<file path="src/rtl/uart_pkg.sv">
// uart_pkg: shared types and constants for the UART transmit path
package uart_pkg;

    typedef enum logic [1:0] {IDLE, LAUNCH, HOLD, GAP} feeder_state_t;

    localparam int UART_DATA_W     = 7;
    localparam int UART_BAUD_TICKS = 521;
    // half-bit start + 9 bit periods + stop, rounded up to the next thousand cycles
    localparam int UART_FRAME_CYCLES = ((UART_BAUD_TICKS * 21 / 2 + 999) / 1000) * 1000;

endpackage

</file>
<file path="src/rtl/uart_sync_fifo.sv">
// uart_sync_fifo: single-clock FIFO with registered full/empty/count; writes while full are dropped
module uart_sync_fifo #(
    parameter int DEPTH  = 8,
    parameter int DATA_W = 7
) (
    input  logic                   clk,
    input  logic                   rst_n,
    input  logic                   wr,
    input  logic [DATA_W-1:0]      wr_data,
    input  logic                   rd,
    output logic [DATA_W-1:0]      rd_data,
    output logic                   full,
    output logic                   empty,
    output logic [$clog2(DEPTH):0] count
);

    localparam int AW = $clog2(DEPTH);

    logic [DATA_W-1:0] mem [DEPTH];
    logic [AW-1:0]     wp, rp;
    logic [AW:0]       cnt_nxt;
    logic              do_wr, do_rd;

    assign do_wr   = wr && !full;
    assign do_rd   = rd && !empty;
    assign rd_data = mem[rp];
    assign cnt_nxt = count + (AW+1)'(do_wr) - (AW+1)'(do_rd);

    // storage array; contents are don't-care until written so it carries no reset
    always_ff @(posedge clk) begin
        if (do_wr) mem[wp] <= wr_data;
    end

    // pointers wrap naturally at the power-of-two depth; flags are registered from the next count
    always_ff @(posedge clk or negedge rst_n) begin
        if (!rst_n) begin
            wp    <= '0;
            rp    <= '0;
            count <= '0;
            full  <= 1'b0;
            empty <= 1'b1;
        end else begin
            if (do_wr) wp <= wp + 1'b1;
            if (do_rd) rp <= rp + 1'b1;
            count <= cnt_nxt;
            full  <= cnt_nxt == (AW+1)'(DEPTH);
            empty <= cnt_nxt == '0;
        end
    end

endmodule

</file>
<file path="src/rtl/uart_tx_feeder.sv">
// uart_tx_feeder: queues host characters and launches paced frames into a busy-less UART transmitter
// Optional overflow flag (ovf/ovf_clr) enabled by defining UART_TX_FEEDER_OVF_EN.
module uart_tx_feeder
    import uart_pkg::*;
#(
    parameter int DEPTH        = 8,
    parameter int DATA_W       = UART_DATA_W,
    parameter int FRAME_CYCLES = UART_FRAME_CYCLES,
    parameter int GAP_CYCLES   = 16
) (
    input  logic                   clk,
    input  logic                   rst_n,
    input  logic                   wr_en,
    input  logic [DATA_W-1:0]      wr_data,
`ifdef UART_TX_FEEDER_OVF_EN
    input  logic                   ovf_clr,
    output logic                   ovf,
`endif
    output logic                   full,
    output logic                   empty,
    output logic [$clog2(DEPTH):0] count,
    output logic                   busy,
    output logic                   tx_start,
    output logic [DATA_W-1:0]      datain_tx
);

    localparam int FW = $clog2(FRAME_CYCLES);
    localparam int GW = GAP_CYCLES > 1 ? $clog2(GAP_CYCLES) : 1;
    localparam logic [FW-1:0] FRAME_LAST = FW'(FRAME_CYCLES - 1);
    localparam logic [GW-1:0] GAP_LAST   = GW'(GAP_CYCLES - 1);

    feeder_state_t     state, state_nxt;
    logic [FW-1:0]     frame_cnt;
    logic [GW-1:0]     gap_cnt;
    logic [DATA_W-1:0] fifo_head;
    logic              pop;

    uart_sync_fifo #(.DEPTH(DEPTH), .DATA_W(DATA_W)) u_fifo (
        .clk     (clk),
        .rst_n   (rst_n),
        .wr      (wr_en),
        .wr_data (wr_data),
        .rd      (pop),
        .rd_data (fifo_head),
        .full    (full),
        .empty   (empty),
        .count   (count)
    );

    // state register
    always_ff @(posedge clk or negedge rst_n) begin
        if (!rst_n) state <= IDLE;
        else        state <= state_nxt;
    end

    // next-state: one launch cycle, a timed hold, then an optional idle gap
    always_comb begin
        state_nxt = state;
        case (state)
            IDLE:    if (!empty) state_nxt = LAUNCH;
            LAUNCH:  state_nxt = HOLD;
            HOLD:    if (frame_cnt == FRAME_LAST) state_nxt = (GAP_CYCLES == 0) ? IDLE : GAP;
            GAP:     if (gap_cnt == GAP_LAST) state_nxt = IDLE;
            default: state_nxt = IDLE;
        endcase
    end

    // output decode: the head is popped on the edge that leaves IDLE
    always_comb begin
        pop = (state == IDLE) && !empty;
    end

    // registered outputs and frame/gap timers; timers sit at zero outside their own state
    always_ff @(posedge clk or negedge rst_n) begin
        if (!rst_n) begin
            tx_start  <= 1'b0;
            busy      <= 1'b0;
            datain_tx <= '0;
            frame_cnt <= '0;
            gap_cnt   <= '0;
        end else begin
            tx_start  <= pop;
            busy      <= state_nxt != IDLE;
            if (pop) datain_tx <= fifo_head;
            frame_cnt <= (state == HOLD && state_nxt == HOLD) ? frame_cnt + 1'b1 : '0;
            gap_cnt   <= (state == GAP && state_nxt == GAP) ? gap_cnt + 1'b1 : '0;
        end
    end

`ifdef UART_TX_FEEDER_OVF_EN
    // sticky overflow flag; a dropped write outranks a clear on the same edge
    always_ff @(posedge clk or negedge rst_n) begin
        if (!rst_n)              ovf <= 1'b0;
        else if (wr_en && full)  ovf <= 1'b1;
        else if (ovf_clr)        ovf <= 1'b0;
    end
`endif

endmodule

</file>
<file path="config.mk">
export PLATFORM = sky130hd
export DESIGN_NAME = uart_tx_feeder
export DESIGN_NICKNAME = d
export VERILOG_FILES = /design/src/rtl/uart_pkg.sv /design/src/rtl/uart_sync_fifo.sv /design/src/rtl/uart_tx_feeder.sv
export SDC_FILE = /design/constraint.sdc
export NUM_CORES = 1
export LEC_CHECK = 0
export CAP_MARGIN = 20
export CORE_MARGIN = 4
export CORE_UTILIZATION = 25
export DETAILED_ROUTE_END_ITERATION = 16
export PLACE_DENSITY = 0.42
export SYNTH_ARGS = -nofsm -noshare
export SYNTH_HDL_FRONTEND = slang
export SYNTH_SLANG_ARGS = --single-unit
</file>
<file path="constraint.sdc">
create_clock -name clk -period 3.5 [get_ports clk]
set_clock_uncertainty 0.1 [all_clocks]
set_input_delay 0.7 -clock clk [delete_from_list [all_inputs] [get_ports clk]]
set_output_delay 0.7 -clock clk [all_outputs]
set_load 0.005 [all_outputs]
</file>
# After elaboration in Yosys (flattened, before gate mapping)
# Memory sizes are Yosys's and may differ from the RTL's. A register that Yosys moved wholly into a read port is not among the register bits.
# Index checks and enable logic that the tools add are counted.
word_totals:
  regBits: 33
  latchBits: 0
  mem_bits_rw: 56
  rom_bits: 0
  inputBits: 10
  output_inout_bits: 15
  memories: 1
classes:
  addsub: 6
  mul: 0
  div_mod_pow: 0
  magnitude_cmp: 0
  eq_ne: 8
  shift: 0
  n_mux: 8
  bitwise_logic: 0
  n_reduce_logical: 11
mem_list:
  columns: ["memory", "words", "width", "read_ports", "rd_clocked_by_memory_dff", "write_ports", "line", "source"]
  rows:
  - ["u_fifo.mem", 8, 7, 1, 1, 1, "uart_sync_fifo.sv:19", "logic [DATA_W-1:0] mem [DEPTH];"]
ops:
  columns: ["operator", "count"]
  rows:
  - ["adder 13 x 1 -> 13 bit (second input constant)", 1]
  - ["== test 13 bit (second input constant)", 1]
  - ["2-to-1 mux 13 bit", 1]
  - ["== test 2 bit (second input constant)", 4]
  - ["== test 4 bit (second input constant)", 2]
  - ["one-hot mux 2 bit (4 select lines)", 1]
  - ["adder 3 x 1 -> 3 bit (second input constant)", 2]
  - ["2-to-1 mux 2 bit", 3]
  - ["logical AND 1 bit", 5]
  - ["adder 4 x 1 -> 4 bit", 1]
  - ["adder 4 x 1 -> 4 bit (second input constant)", 1]
  - ["zero test 4 bit", 1]
  - ["2-to-1 mux 4 bit", 1]
  - ["subtractor 4 x 1 -> 4 bit", 1]
  - ["zero test 1 bit", 3]
  - ["== test 2 x 1 -> 1 bit (second input constant)", 1]
  - ["zero test 2 bit", 1]
  - ["2-to-1 mux 1 bit", 2]
  - ["nonzero test 2 bit", 1]

# Logic depth before layout (Yosys ltp)
depth:
  depth_word: 6
  mapped_depth: 9

# Cells and area by module
# Synthesis repeated with hierarchy kept, for this count alone.
hier_totals:
  hier_cells: 259
  hier_area_um2: 4001.3
by_module_without_submodules:
  columns: ["mod", "n_inst", "cells_per_inst", "area_per_inst_um2", "seq_area_each_um2"]
  rows:
  - ["uart_sync_fifo", 1, 138, 2782.7, 1983.2]
  - ["uart_tx_feeder", 1, 121, 1218.7, 700.7]

# Least setup slack after synthesis
# Ideal clock, no wire load.
synth_timing:
  kind: "flip-flop to flip-flop"
  startpoint: "register state[1]"
  endpoint: "register u_fifo.full"
  setup_ps: 73
  arrival_ps: 2429
  t_required_ps: 3327
  path_slack_ps: 898
  path_stages_with_launch: 9
  synth_period_minus_slack_ps: 2602
  path_cell_list: "dfrtp_1 > nor3_2 > buf_4 > ha_1 > inv_1 > ha_1 > fa_1 > or3_1 > nor2b_1"
synth_via:
  elab_chain_len: 5
synth_lines:
  columns: ["element", "line", "source"]
  rows:
  - ["start: declaration", "uart_tx_feeder.sv:32", "feeder_state_t state, state_nxt;"]
  - ["start signal: assignment", "uart_tx_feeder.sv:53", "else state <= state_nxt;"]
  - ["zero test 2 bit", "uart_tx_feeder.sv:70", "pop = (state == IDLE) && !empty;"]
  - ["logical AND 1 bit", "uart_tx_feeder.sv:70", null]
  - ["net pop", "uart_tx_feeder.sv:36", "logic pop;"]
  - ["logical AND 1 bit", "uart_sync_fifo.sv:25", "assign do_rd = rd && !empty;"]
  - ["subtractor 4 x 1 -> 4 bit", "uart_sync_fifo.sv:27", "assign cnt_nxt = count + (AW+1)'(do_wr) - (AW+1)'(do_rd);"]
  - ["net u_fifo.cnt_nxt[1]", "uart_sync_fifo.sv:21", "logic [AW:0] cnt_nxt;"]
  - ["== test 4 bit", "uart_sync_fifo.sv:46", "full <= cnt_nxt == (AW+1)'(DEPTH);"]
  - ["end signal: assignment", "uart_sync_fifo.sv:46", null]
  - ["end: declaration", "uart_sync_fifo.sv:12", "output logic full,"]
# The timed path passes the listed nets, and every way through them passes these cells.
# A chain may end at the register's enable or synchronous reset.

# Final worst setup path
layout_timing:
  startpoint: "input port wr_en"
  endpoint: "register u_fifo.empty"
layout_via:
  elab_chain_len: 4
layout_lines:
  columns: ["element", "line", "source"]
  rows:
  - ["start: declaration", "uart_tx_feeder.sv:13", "input logic wr_en,"]
  - ["logical AND 1 bit", "uart_sync_fifo.sv:24", "assign do_wr = wr && !full;"]
  - ["adder 4 x 1 -> 4 bit", "uart_sync_fifo.sv:27", null]
  - ["subtractor 4 x 1 -> 4 bit", "uart_sync_fifo.sv:27", null]
  - ["net u_fifo.cnt_nxt[1]", "uart_sync_fifo.sv:21", null]
  - ["zero test 4 bit", "uart_sync_fifo.sv:47", "empty <= cnt_nxt == '0;"]
  - ["end signal: assignment", "uart_sync_fifo.sv:41", "empty <= 1'b1;"]
  - ["end signal: assignment", "uart_sync_fifo.sv:47", null]
  - ["end: declaration", "uart_sync_fifo.sv:13", "output logic empty,"]
# The timed path passes the listed nets, and every way through them passes these cells.

==> run metrics <==
status completed; CTS clk-pin slew, worst paths 70 ps; Hold Crit Class primary input to asynchronous set/reset pin; max-slew violations 0; Rel. slew slack 49.9%; first-pass GRT wire length 12200 µm; Vias 2044; Routed WL 7470 µm; TritonCTS sink count 96; mux contribution to synthesized area 10.9%; Clk pwr share 31.1%; initial drt markers 118; crit path DAT 2830 ps; total grt overflow 0; P_int 2.65 mW; Max-Cap Viols 0; Yosys warning count 0; Net Sw Frac 28.2%; Power Density 773 nW/µm²; largest net degree at the start of global routing 41; Tot GR Track Use 9.20%; Worst R2R Start state[1]$_DFF_PN0_; CTS Root Cell clkbuf_16; First-pass DRT Iterations 4; cells on worst reg2reg path 7; Final Cell Area 4770 µm²; post-synthesis xor/xnor area fraction 4.48%; Yosys top cell by area edfxtp_1; VDD IR max 0.303 mV; Lkg Pwr 1.76 nW; RSZ-0062 raised after global routing false; vias in the first global route 2159; final-report setup violation count 0; Cell variety after synth 33; number of synthesized flops with an enable pin 56; Crit Path Category primary input to flop; hold violation count in the final report 0; Max FO, Critical Path 6; starting density of the core 25.6%; Sw Pwr 1.04 mW; Reg power frac 43.9%; die width 133 µm; CP startpoint kind primary input; synthesized net count 267; CORE AREA 15300 µm²; most common cell after layout, fill and taps aside edfxtp_1; syn avg cell area 15.8 µm²; Filler cells 1508; Post-CTS Setup Inserts 0; Port-buffer cells 24; Routed Antenna Nets 0; worst r2r dst u_fifo.empty$_DFF_PN1_; DP Area 4390 µm²; combinational power share 25.0%; Antenna Cells 0; Final TNS setup 0 ps; Simple-Gate Fraction of Synth Area 8.87%; placed cells 482; hold_buf cts 0; initial antenna violation count 0; Synth Area in Compound Gates 1.63%; Row Count 45; Max H-tree Level 3; Synth area leaders edfxtp_1 (43%), dfrtp_1 (25%), mux4_2 (5.2%); Post-route DRC 0; Adder-Cell Fraction of Synth Area 3.07%; Max clock buf depth 2; Die Y-Extent 133 µm; GP Congestion 0.665; share of cells above drive strength 1 13.2%; Ports 25; Worst Max-Slew Pin Slew 751 ps; Via density 4.10; worst endpoint required time 3670 ps; Seq/Total Area, Yosys 68.7%; PostCTS Resize Cnt 0; wire per inst 15.0 µm; commonest cells after routing, fill and taps aside edfxtp_1 (56), dfrtp_1 (39), nor2_1 (36); DPL Wire Length 4970 µm; Most used DFF post-synth edfxtp_1; fin nets 302; Non-Filler Instances 499; combinational family with the most area after synthesis multiplexers; Inserted Clock Buffers 9; crit end category flop; period utilization 76.0%; FF-to-FF setup slack 1130 ps; share of the synthesized area in the top cell type 43.0%; die area 17700 µm²; P&R area growth vs syn 22.1%; Max Fclk 376 MHz; CTS tree yes; Final Power 3.69 mW; Cells after Synth 248; ys async rst share 41.7%; Synth Register Bits 96; Mapped Area 3910 µm²; clock latency on the worst-skew pair 340 ps; Tmin final 2660 ps
synth_stat cells, types with 2 or more instances:
| master | number |
|---|---|
| mux4_1 | 5 |
| xor2_1 | 10 |
| mux4_2 | 9 |
| a21oi_1 | 9 |
| nor3_1 | 4 |
| ha_1 | 8 |
| nor2_1 | 36 |
| mux2i_1 | 7 |
| nand3_1 | 6 |
| nand2_1 | 7 |
| dfrtp_1 | 39 |
| nor2b_1 | 2 |
| nand2b_1 | 5 |
| xnor2_1 | 10 |
| inv_1 | 7 |
| and3_1 | 3 |
| buf_4 | 2 |
| edfxtp_1 | 56 |
| nand4_1 | 6 |
| mux2_2 | 2 |
| buf_2 | 3 |
stage by stage:
| stage | hold slack, ps | utilization, % | setup WS [ps] |
|---|---|---|---|
| 3_5_place_dp | 359 | 28.8 | 486 |
| 3_3_place_gp | 353 | 28.8 | 521 |
| 4_1_cts | 367 | 31.1 | 845 |
| 6_report | 213 | 31.3 | 841 |
| 5_1_grt | 235 | 31.3 | 725 |
| 2_1_floorplan | 304 | - | 898 |
final cells by class:
class | instances | area (µm²) | share of cell area [%]
clock buffer | 9 | 225 | 4.72
clock inverter | 7 | 124 | 2.60
inverter | 7 | 26.3 | 0.551
multi-input combinational | 137 | 1130 | 23.7
sequential | 96 | 2680 | 56.3
tap | 211 | 264 | 5.53
timing repair buffer | 32 | 315 | 6.61
power by group through the flow:
stage / registers [mW] / clock network [mW] / logic, mW
after floorplan: 1.58 / 0 / 0.666
after detailed placement: 1.65 / 0 / 0.941
after global routing: 1.65 / 1.24 / 1.04
after CTS: 1.63 / 1.19 / 0.947
after global placement: 1.65 / 0 / 0.934
final: 1.62 / 1.15 / 0.924
metal layers:
layer	share of wire [%]	vias to the layer above	track usage, %
li1	-	982	-
met5	0	-	0
met2	46	34	13.5
met4	1.2	0	3.12
met1	49	1023	12.4
met3	3.6	5	3.65
worst max path at each step:
| stage | to | cells past startpoint | start |
|---|---|---|---|
| 4_1_cts | u_fifo.empty$_DFF_PN1_ | 6 | wr_en |
| 2_1_floorplan | u_fifo.full$_DFF_PN0_ | 8 | state[1]$_DFF_PN0_ |
| 3_3_place_gp | u_fifo.full$_DFF_PN0_ | 6 | wr_en |
| 5_1_grt | u_fifo.empty$_DFF_PN1_ | 6 | wr_en |
| 6_report | u_fifo.empty$_DFF_PN1_ | 6 | wr_en |
| 3_5_place_dp | u_fifo.empty$_DFF_PN1_ | 6 | wr_en |
state kept, by name, indices dropped and copies added, names as in the netlist:
register / flops
u_fifo.rp: 3
busy: 1
u_fifo.count: 4
tx_start: 1
datain_tx: 7
u_fifo.full: 1
gap_cnt: 4
u_fifo.empty: 1
u_fifo.wp: 3
frame_cnt: 13
u_fifo.mem: 56
state: 2
critical path: stages:
cell and delay [ps]:
clkdlybuf4s50_1 460, nor2b_1 440, ha_1 290, fa_1 430, or3_1 390, nor2_1 120
cell families (layout without fill, tap and decap cells):
| group | count (synthesis) | after routing |
|---|---|---|
| muxes | 23 | 23 |
| xor gates and xnor gates | 20 | 20 |
| adders and majority gates | 9 | 9 |
| and+or+nand+nor | 73 | 73 |
| AOI/OAI and AO/OA | 12 | 12 |
| DFF | 96 | 96 |
| buffers and inverters | 15 | 55 |
Note: power is estimated with default switching activity, not from simulation.
